## src/rtl/esp32_prog_pkg.sv

```systemverilog
// rtl/esp32_prog_pkg.sv - shared states, strap patterns and default timing for the ESP32 sequencer
package esp32_prog_pkg;

    typedef enum logic [1:0] {
        FPGA_OWN,
        RESET_HOLD,
        BOOT_ENTRY,
        PASSTHRU
    } state_t;

    // {sync_ndtr, sync_nrts}; the FTDI lines are active-low
    localparam logic [1:0] PAT_RESET = 2'b10;
    localparam logic [1:0] PAT_BOOT  = 2'b01;
    localparam logic [1:0] PAT_IDLE  = 2'b11;

    localparam int DEF_EN_LOW_CYCLES       = 2500;
    localparam int DEF_GPIO0_HOLD_CYCLES   = 25000;
    localparam int DEF_IDLE_TIMEOUT_CYCLES = 250000000;

    function automatic int max3(input int a, input int b, input int c);
        int m;
        m = (a > b) ? a : b;
        return (m > c) ? m : c;
    endfunction

endpackage

```

## src/rtl/sync_2ff.sv

```systemverilog
// rtl/sync_2ff.sv - two-flop synchronizer bank with a configurable reset value
module sync_2ff #(
    parameter int               WIDTH     = 1,
    parameter logic [WIDTH-1:0] RESET_VAL = '0
) (
    input  logic             i_clk,
    input  logic             i_reset,
    input  logic [WIDTH-1:0] i_d,
    output logic [WIDTH-1:0] o_q
);

    logic [WIDTH-1:0] r_meta;
    logic [WIDTH-1:0] r_q;

    always_ff @(posedge i_clk) begin
        if (i_reset) begin
            r_meta <= RESET_VAL;
            r_q    <= RESET_VAL;
        end else begin
            r_meta <= i_d;
            r_q    <= r_meta;
        end
    end

    assign o_q = r_q;

endmodule

```

## src/rtl/esp32_prog_sequencer.sv

```systemverilog
// rtl/esp32_prog_sequencer.sv - ESP32 strap/reset sequencer and UART arbiter between FTDI host and FPGA
module esp32_prog_sequencer
    import esp32_prog_pkg::*;
#(
    parameter int EN_LOW_CYCLES       = DEF_EN_LOW_CYCLES,
    parameter int GPIO0_HOLD_CYCLES   = DEF_GPIO0_HOLD_CYCLES,
    parameter int IDLE_TIMEOUT_CYCLES = DEF_IDLE_TIMEOUT_CYCLES
) (
    input  logic clk_25mhz,
    input  logic reset,
    input  logic ftdi_ndtr,
    input  logic ftdi_nrts,
    input  logic ftdi_txd,
    output logic ftdi_rxd,
    input  logic wifi_txd,
    output logic wifi_rxd,
    output logic wifi_en,
    output logic wifi_gpio0,
    input  logic fpga_uart_tx,
    output logic fpga_uart_rx,
    input  logic fpga_esp_reset_req,
    output logic passthru_active
);

    localparam int CNT_MAX = max3(EN_LOW_CYCLES, GPIO0_HOLD_CYCLES, IDLE_TIMEOUT_CYCLES);
    localparam int CW      = $clog2(CNT_MAX) + 1;

    localparam logic [CW-1:0] EN_LAST   = CW'(EN_LOW_CYCLES - 1);
    localparam logic [CW-1:0] GPIO_LAST = CW'(GPIO0_HOLD_CYCLES - 1);
    localparam logic [CW-1:0] IDLE_LAST = CW'(IDLE_TIMEOUT_CYCLES - 1);
    localparam logic [CW-1:0] CNT_SAT   = '1;

    logic [3:0] w_sync;
    logic [1:0] w_pat;
    logic       w_ftxd;
    logic       w_wtxd;

    sync_2ff #(
        .WIDTH     (4),
        .RESET_VAL ({PAT_IDLE, 2'b11})
    ) u_sync (
        .i_clk   (clk_25mhz),
        .i_reset (reset),
        .i_d     ({ftdi_ndtr, ftdi_nrts, ftdi_txd, wifi_txd}),
        .o_q     (w_sync)
    );

    assign w_pat  = w_sync[3:2];
    assign w_ftxd = w_sync[1];
    assign w_wtxd = w_sync[0];

    state_t        r_state, w_next;
    logic [CW-1:0] r_cnt, w_cnt;
    logic          r_boot, w_boot;
    logic          r_ftxd_d, r_wtxd_d;
    logic          w_clr;
    logic          w_activity;
    logic          w_en, w_gpio0, w_wrxd, w_frxd, w_urx, w_pa;

    // Start bits in either direction keep the host session alive
    assign w_activity = (r_ftxd_d & ~w_ftxd) | (r_wtxd_d & ~w_wtxd);

    always_comb begin
        w_next = r_state;
        w_boot = r_boot;
        w_clr  = 1'b0;
        case (r_state)
            FPGA_OWN: begin
                if (w_pat == PAT_RESET || fpga_esp_reset_req)
                    w_next = RESET_HOLD;
            end
            RESET_HOLD: begin
                if (w_pat == PAT_RESET) begin
                    w_boot = 1'b0;
                    w_clr  = 1'b1;
                end else begin
                    if (w_pat == PAT_BOOT)
                        w_boot = 1'b1;
                    if (r_cnt >= EN_LAST)
                        w_next = (r_boot || w_pat == PAT_BOOT) ? BOOT_ENTRY : FPGA_OWN;
                end
            end
            BOOT_ENTRY: begin
                if (w_pat == PAT_RESET)
                    w_next = RESET_HOLD;
                else if (r_cnt >= GPIO_LAST && w_pat != PAT_BOOT)
                    w_next = PASSTHRU;
            end
            PASSTHRU: begin
                if (w_pat == PAT_RESET)
                    w_next = RESET_HOLD;
                else if (w_activity)
                    w_clr = 1'b1;
                else if (r_cnt >= IDLE_LAST)
                    w_next = FPGA_OWN;
            end
            default: w_next = RESET_HOLD;
        endcase

        // boot_flag only carries meaning while EN is held low
        if (w_next != RESET_HOLD || r_state != RESET_HOLD)
            w_boot = (w_next == RESET_HOLD && r_state == RESET_HOLD) ? w_boot : 1'b0;

        if (w_next != r_state || w_clr)
            w_cnt = '0;
        else if (r_cnt != CNT_SAT)
            w_cnt = r_cnt + 1'b1;
        else
            w_cnt = r_cnt;

        w_en    = 1'b1;
        w_gpio0 = 1'b1;
        w_wrxd  = 1'b1;
        w_frxd  = 1'b1;
        w_urx   = 1'b1;
        w_pa    = 1'b0;
        case (w_next)
            FPGA_OWN: begin
                w_wrxd = fpga_uart_tx;
                w_urx  = w_wtxd;
            end
            RESET_HOLD: w_en = 1'b0;
            BOOT_ENTRY: begin
                w_gpio0 = 1'b0;
                w_pa    = 1'b1;
                w_wrxd  = w_ftxd;
                w_frxd  = w_wtxd;
            end
            PASSTHRU: begin
                w_pa   = 1'b1;
                w_wrxd = w_ftxd;
                w_frxd = w_wtxd;
            end
            default: w_en = 1'b0;
        endcase
    end

    always_ff @(posedge clk_25mhz) begin
        if (reset) begin
            r_state         <= RESET_HOLD;
            r_cnt           <= '0;
            r_boot          <= 1'b0;
            r_ftxd_d        <= 1'b1;
            r_wtxd_d        <= 1'b1;
            wifi_en         <= 1'b0;
            wifi_gpio0      <= 1'b1;
            wifi_rxd        <= 1'b1;
            ftdi_rxd        <= 1'b1;
            fpga_uart_rx    <= 1'b1;
            passthru_active <= 1'b0;
        end else begin
            r_state         <= w_next;
            r_cnt           <= w_cnt;
            r_boot          <= w_boot;
            r_ftxd_d        <= w_ftxd;
            r_wtxd_d        <= w_wtxd;
            wifi_en         <= w_en;
            wifi_gpio0      <= w_gpio0;
            wifi_rxd        <= w_wrxd;
            ftdi_rxd        <= w_frxd;
            fpga_uart_rx    <= w_urx;
            passthru_active <= w_pa;
        end
    end

endmodule

```

## config.mk

```make
export PLATFORM = sky130hd
export DESIGN_NAME = esp32_prog_sequencer
export DESIGN_NICKNAME = d
export VERILOG_FILES = /design/src/rtl/esp32_prog_pkg.sv /design/src/rtl/sync_2ff.sv /design/src/rtl/esp32_prog_sequencer.sv
export SDC_FILE = /design/constraint.sdc
export NUM_CORES = 1
export LEC_CHECK = 0
export BUFFER_PORTS_ARGS = -buffer_cell sky130_fd_sc_hd__clkbuf_2
export CORE_AREA = 2 2 80 82
export CTS_CLUSTER_DIAMETER = 60
export DETAILED_ROUTE_END_ITERATION = 7
export DIE_AREA = 0 0 82 84
export GPL_TIMING_DRIVEN = 0
export MAX_ROUTING_LAYER = met4
export PLACE_DENSITY = 0.69
export SLEW_MARGIN = 20
export SYNTH_ARGS = -nofsm -noshare
export SYNTH_HDL_FRONTEND = slang
export SYNTH_SLANG_ARGS = --single-unit
```

## constraint.sdc

```tcl
create_clock -name clk_25mhz -period 2.43 [get_ports clk_25mhz]
set_clock_uncertainty 0.15 [all_clocks]
set_input_delay 0.3645 -clock clk_25mhz [delete_from_list [all_inputs] [get_ports clk_25mhz]]
set_output_delay 0.3645 -clock clk_25mhz [all_outputs]
set_load 0.05 [all_outputs]
```

==> results of run 1 <==
## layout by cell type (no fill, tap or decap), types with 5 or more instances in the layout
cell type	synthesis	layout
a21oi_1	6	5
a31oi_1	5	5
and3_1	5	5
buf_4	3	8
buf_6	1	5
clkbuf_2	0	13
clkbuf_8	3	9
dfxtp_1	47	32
dfxtp_2	0	14
inv_1	6	6
nand2_1	17	17
nand3_1	17	17
nand4_1	6	6
nor2_1	50	35
nor2_2	0	10
nor2_4	0	5
nor4_1	9	5
or2_2	12	12
xnor2_1	13	13
xor2_1	14	14
## metrics by stage
| step | setup slack (ps) | utilization | hold slack, ps |
|---|---|---|---|
| finish | -123 | 0.474 | 87.3 |
| global route | -181 | 0.474 | 81.7 |
| CTS | -89.2 | 0.449 | 78.6 |
| detailed placement | -284 | 0.412 | 246 |
| global placement | -281 | 0.412 | 241 |
| floorplan | -32.9 | - | 239 |
## kinds of logic (layout without fill, tap and decap cells)
logic type,count (synthesis),in the layout
compound gates,34,34
xor+xnor,27,27
fa+ha+maj,2,2
buf+inv,19,46
flops,47,47
mux,1,1
simple gates,143,143
## flip-flops by register name (all words and copies together), names as in the netlist
register and flops:
ftdi_rxd 1, wifi_gpio0 1, r_wtxd_d 1, r_cnt 29, u_sync.o_q 4, wifi_rxd 1
passthru_active 1, u_sync.r_meta 4, r_boot 1, r_ftxd_d 1, fpga_uart_rx 1, r_state 1
wifi_en 1
## path summary, 6_finish.rpt
path              slack, ps               end              from
setup / recovery       -120      fpga_uart_rx         r_cnt[16]
hold / removal           90  u_sync.r_meta[0]          wifi_txd
setup reg to reg       -120      fpga_uart_rx         r_cnt[16]
hold reg to reg         260     u_sync.o_q[2]  u_sync.r_meta[2]
## metal layers
layer  wire length (um)  part of all wire
met5                  0                 0
met4                127             0.025
met3                163             0.032
met2               2430              0.47
met1               2420              0.47
## power by group through the flow
| stage | clock [mW] | sequential (mW) | combinational, mW |
|---|---|---|---|
| floorplan | 0 | 0.805 | 0.0419 |
| global placement | 0 | 0.807 | 0.0572 |
| detailed placement | 0 | 0.807 | 0.0585 |
| CTS | 0.516 | 0.792 | 0.0774 |
| global route | 0.541 | 0.794 | 0.0971 |
| finish | 0.498 | 0.792 | 0.0879 |
## worst register-to-register path, stage by stage (launching register included)
cell,delay (ps)
dfxtp_4,350
or3_4,380
nand4b_1,290
buf_4,220
nor2_1,120
a221oi_1,100
nor3_1,230
a2bb2oi_2,150
or4_4,440
## final cells by class
type,instances,area share
timing repair buffer,25,0.0672
inverter,6,0.00780
multi-input combinational,207,0.499
clock buffer,7,0.0299
tap,77,0.0334
buffer,7,0.0260
clock inverter,1,0.00303
sequential,47,0.333
## what timing repair did
action	CTS	global route
buffers inserted	8	3
setup endpoints to repair	35	37
pin swaps	12	16
cloned	1	0
gates resized for setup	17	48
==> impl_metrics.csv, run 1 <==
group,metric,value,unit
global_routing,use_met2,0.242,
timing,rsz0062_at_grt,"yes",
timing,fin_crit,2550,ps
yosys,synthAdderAreaFrac,0.00968,
global_routing,antenna_found_initial,0,
clocking,clockBufferDepth,2,
clocking,clk_pin_slew,90,ps
critical_path,required,2470,ps
timing,relSlewSlack,0.633,
run,cap_violations,0,
pwr,power.density,478,nW/um^2
critical_path,cp-start-kind,"flip-flop",
final_layout,fin_cells,377,
critical_path,cp_slowest_cell,"or4_4",
global_routing,use_met1,0.215,
critical_path,path_depth,8,
final_layout,postLayoutCellArea,2890,sq um
timing,post-route-period-util,1.05,
global_routing,grt_max_degree,15,
critical_path,crit_type,"flip-flop to flip-flop",
outcome,status,"finished with violations",
yosys,synthSimpleGateAreaFrac,0.313,
place,post-place-cells,363,
min_path,min_path_type,"input port to flip-flop",
pwr,power.net_switching,0.320,mW
yosys,synthDistinctLibCells,49,
route,drc,0,
route,detail_route.wl_per_cell,13.6,um
global_routing,grt_overflow,0,
yosys,synth.largest_area_cell,"dfxtp_1",
pwr,p_sw_frac,0.232,
timing,final-setup-viol-count,20,
yosys,ys_warn_count,0,
pwr,clockPowerShare,0.362,
place,port_buffers,13,
final_layout,multi_input_area,1440,sq um
floorplanning,core-area,6100,sq um
pwr,seqPwrFrac,0.575,
route,drt-vias-per-instance,5.37,
floorplanning,row_count,29,
yosys,async_reset_ff_frac,0,
floorplanning,start_util,0.382,
yosys,synth-main-ff-cell,"dfxtp_1",
yosys,synth_compound_area_frac,0.108,
yosys,synth_area_leaders,"dfxtp_1 40%, nor2_1 8.1%, xor2_1 5.3%",
global_routing,grtUsageMet3,0.0238,
route,drt_first_pass_iters,4,
critical_path,cp_num_buf_inv,1,
pwr,peakVddDrop,0.264,mV
final_layout,fillers,567,
yosys,synthMuxAreaShare,0.00430,
critical_path,ff2ff_path_depth,8,
place,post_dp_cell_area,2510,sq um
critical_path,cpPeakStageDelay,440,ps
global_routing,grt_pass1_wl,8540,um
timing,setup-tns-final,-1490,ps
pwr,power,1.38,mW
yosys,yosysSeqAreaShare,0.405,
outcome,violations,"setup timing",
floorplanning,die_area,6890,sq um
clocking,clk_latency,310,ps
pwr,comb_power_share,0.064,
floorplanning,die_w,82,um
clocking,cts.sinks,47,
timing,hold_violations,0,
yosys,ys_ff_latch,47,
timing,fmax,392,MHz
route,drtIter0Drc,192,
yosys,synth-edff-count,0,
place,place_hpwl,3380,um
clocking,htreeDepth,2,
global_routing,grt.busiest_layer,"met2",
route,wl,5140,um
yosys,yosysTopAreaCellShare,0.405,
place,routabilityCongestion,0.920,
clocking,cts.hold.buffers_added,0,
timing,slew_violations,0,
route,ant_nets,0,
critical_path,cp-end-kind,"flip-flop",
timing,setup_slack,-123,ps
yosys,syn_area,2330,sq um
final_layout,layout-drive-gt1-share,0.347,
floorplanning,ioPinCount,14,
yosys,synth_fp_nets,282,
yosys,synth.most_common_cell,"nor2_1",
clocking,cts_buffers,5,
floorplanning,fp.dieH,84,um
critical_path,crit_fanout,6,
yosys,synthXorXnorAreaFrac,0.102,
final_layout,antenna_cells,0,
timing,worst_pin_slew,551,ps
global_routing,grt_use_total,0.160,
critical_path,critPathTopFamily,"simple AND/OR/NAND/NOR gates",
global_routing,grt_pass1_vias,1821,
clocking,root_buffer,"clkbuf_8",
yosys,synth_top_family_by_area,"simple AND/OR/NAND/NOR gates",
critical_path,crit_chain,"or3_4 > nand4b_1 > buf_4 > nor2_1 > a221oi_1 > nor3_1 > a2bb2oi_2 > or4_4",
route,via_count,2024,
pwr,intPower,1.06,mW
critical_path,critPathArrivalTime,2590,ps
final_layout,regArea,962,sq um
min_path,holdPathStages,2,
yosys,netlist_instances,273,
yosys,avgSynthCellArea,8.52,sq um
final_layout,syn_to_final_growth,24.1,%
pwr,p_leak,0.979,nW
final_layout,fin_nets,308,
yosys,synth_commonest_cells,"50 x nor2_1, 47 x dfxtp_1, 17 x nand2_1, 17 x nand3_1, 14 x xor2_1",
clocking,cts_tree,"yes",
No activity file was read; power rests on OpenSTA's default activity.
==> run 2: changes to the inputs <==
--- a/config.mk
+++ b/config.mk
@@ -13,6 +13,7 @@
 export GPL_TIMING_DRIVEN = 0
 export MAX_ROUTING_LAYER = met4
 export PLACE_DENSITY = 0.69
+export SKIP_CTS_REPAIR_TIMING = 1
 export SLEW_MARGIN = 20
 export SYNTH_ARGS = -nofsm -noshare
 export SYNTH_HDL_FRONTEND = slang
==> run 2 against run 1 <==
Net effect: clock-buffer cell count unchanged; the run still ends with setup timing left; clock power increased by 0.8%; design area decreased by 4.3%; highest routed layer unchanged; critical path depth unchanged; sequential share of layout area increased by 1.4 points.
==> impl_metrics.csv, run 2 (synthesized netlist as in run 1, its figures left out) <==
group,metric,value,unit
floorplanning,core-area,6100,sq um
final_layout,layout_common_cells,"47 x nor2_1, 34 x dfxtp_1, 17 x nand2_1",
pwr,intPower,1.05,mW
clocking,clockBufferDepth,2,
critical_path,cp-start-kind,"flip-flop",
critical_path,critPathArrivalTime,2530,ps
route,wl,4930,um
clocking,cts_buffers,5,
floorplanning,start_util,0.382,
route,drc,0,
floorplanning,row_count,29,
clocking,root_buffer,"clkbuf_8",
clocking,clk_latency,310,ps
final_layout,largest_reg_flops,29,
global_routing,antenna_found_initial,0,
clocking,cts.sinks,47,
floorplanning,ioPinCount,14,
route,drtIter0Drc,179,
floorplanning,die_w,82,um
place,port_buffers,13,
route,drt_first_pass_iters,4,
critical_path,crit_chain,"ha_4 > nand2_1 > nor4_2 > a31oi_1 > and2_2 > o31a_2 > a2bb2oi_2 > or4_1",
pwr,power.density,494,nW/um^2
global_routing,grt_use_total,0.152,
final_layout,fin_nets,304,
final_layout,final_common_cell,"nor2_1",
min_path,min_path_type,"input port to flip-flop",
pwr,p_sw_frac,0.231,
pwr,seqPwrFrac,0.580,
place,place_hpwl,3380,um
final_layout,fin_cells,373,
clocking,htreeDepth,2,
pwr,comb_power_share,0.052,
timing,hold_ws,88.3,ps
final_layout,layout-drive-gt1-share,0.284,
floorplanning,fp.dieH,84,um
final_layout,fillers,584,
timing,hold_violations,0,
timing,post-route-period-util,1.03,
critical_path,cp-end-kind,"flip-flop",
pwr,p_leak,0.958,nW
critical_path,cpPeakStageDelay,430,ps
global_routing,grt_max_degree,15,
clocking,clk_pin_slew,90,ps
timing,relSlewSlack,0.669,
route,ant_nets,0,
final_layout,antenna_cells,0,
timing,setup_slack,-61.6,ps
timing,setup-tns-final,-269,ps
place,dp_worst_setup_slack,-284,ps
final_layout,multi_input_area,1380,sq um
timing,fin_crit,2490,ps
outcome,violations,"setup timing",
critical_path,crit_fanout,6,
timing,rsz0062_at_grt,"yes",
timing,worst_pin_slew,492,ps
place,routabilityCongestion,0.920,
route,detail_route.wl_per_cell,13.2,um
final_layout,regArea,960,sq um
route,drt-vias-per-instance,5.36,
place,post-place-cells,363,
global_routing,grt_pass1_wl,8090,um
timing,slew_violations,0,
critical_path,required,2470,ps
critical_path,crit_type,"flip-flop to flip-flop",
pwr,clockPowerShare,0.368,
global_routing,grt_pass1_vias,1744,
route,via_count,1998,
pwr,peakVddDrop,0.264,mV
pwr,power.net_switching,0.315,mW
floorplanning,die_area,6890,sq um
critical_path,cp_slowest_cell,"or4_1",
timing,fmax,401,MHz
run,cap_violations,0,
global_routing,grt_overflow,0,
final_layout,regMostFlops,"r_cnt",
final_layout,syn_to_final_growth,18.7,%
timing,final-setup-viol-count,16,
clocking,cts_tree,"yes",
outcome,status,"finished with violations",
## run 2: path summary, 6_finish.rpt
| path | from | slack, ps | cells after the start | endpoint |
|---|---|---|---|---|
| setup / recovery | r_cnt[0] | -60 | 8 | fpga_uart_rx |
| hold / removal | wifi_txd | 90 | 2 | u_sync.r_meta[0] |
| setup reg to reg | r_cnt[0] | -60 | 8 | fpga_uart_rx |
| hold reg to reg | u_sync.r_meta[2] | 260 | 1 | u_sync.o_q[2] |
## run 2: worst max-delay path, delay by kind of cell, from the launching register on
| family | cells | cell delay [ps] |
|---|---|---|
| simple gates | 4 | 960 |
| fa+ha+maj | 1 | 200 |
| flops | 1 | 400 |
| compound gates | 3 | 650 |
## run 2: cell type report
| cell class | instances | share of cell area |
|---|---|---|
| multi-input cells | 207 | 0.498 |
| inverters | 6 | 0.00816 |
| clock buffers | 7 | 0.0313 |
| well taps | 77 | 0.0349 |
| flip-flops and latches | 47 | 0.348 |
| clock inverters | 1 | 0.00317 |
| repair buffers | 19 | 0.0399 |
| plain buffers | 9 | 0.0367 |
## run 2: power by group through the flow
stage	clock network [mW]	logic (mW)	registers (mW)
2_1_floorplan	0	0.0419	0.805
3_3_place_gp	0	0.0572	0.807
3_5_place_dp	0	0.0585	0.807
4_1_cts	0.516	0.0590	0.789
5_1_grt	0.541	0.0796	0.794
6_report	0.502	0.0704	0.792
## run 2: per-layer routing
layer / global-route usage / up-vias / wire, um
met5: - / - / 0
met4: 0.0591 / 0 / 131
met3: 0.0227 / 11 / 110
met2: 0.222 / 32 / 2350
met1: 0.208 / 949 / 2340
li1: - / 1006 / -
## run 2: through the flow
step | utilization | area [sq um] | total power, mW
4_1_cts | 0.427 | 2600 | 1.36
3_3_place_gp | 0.412 | 2510 | 0.864
3_5_place_dp | 0.412 | 2510 | 0.866
5_1_grt | 0.453 | 2760 | 1.41
2_1_floorplan | - | 2350 | 0.847
6_report | 0.453 | 2760 | 1.36
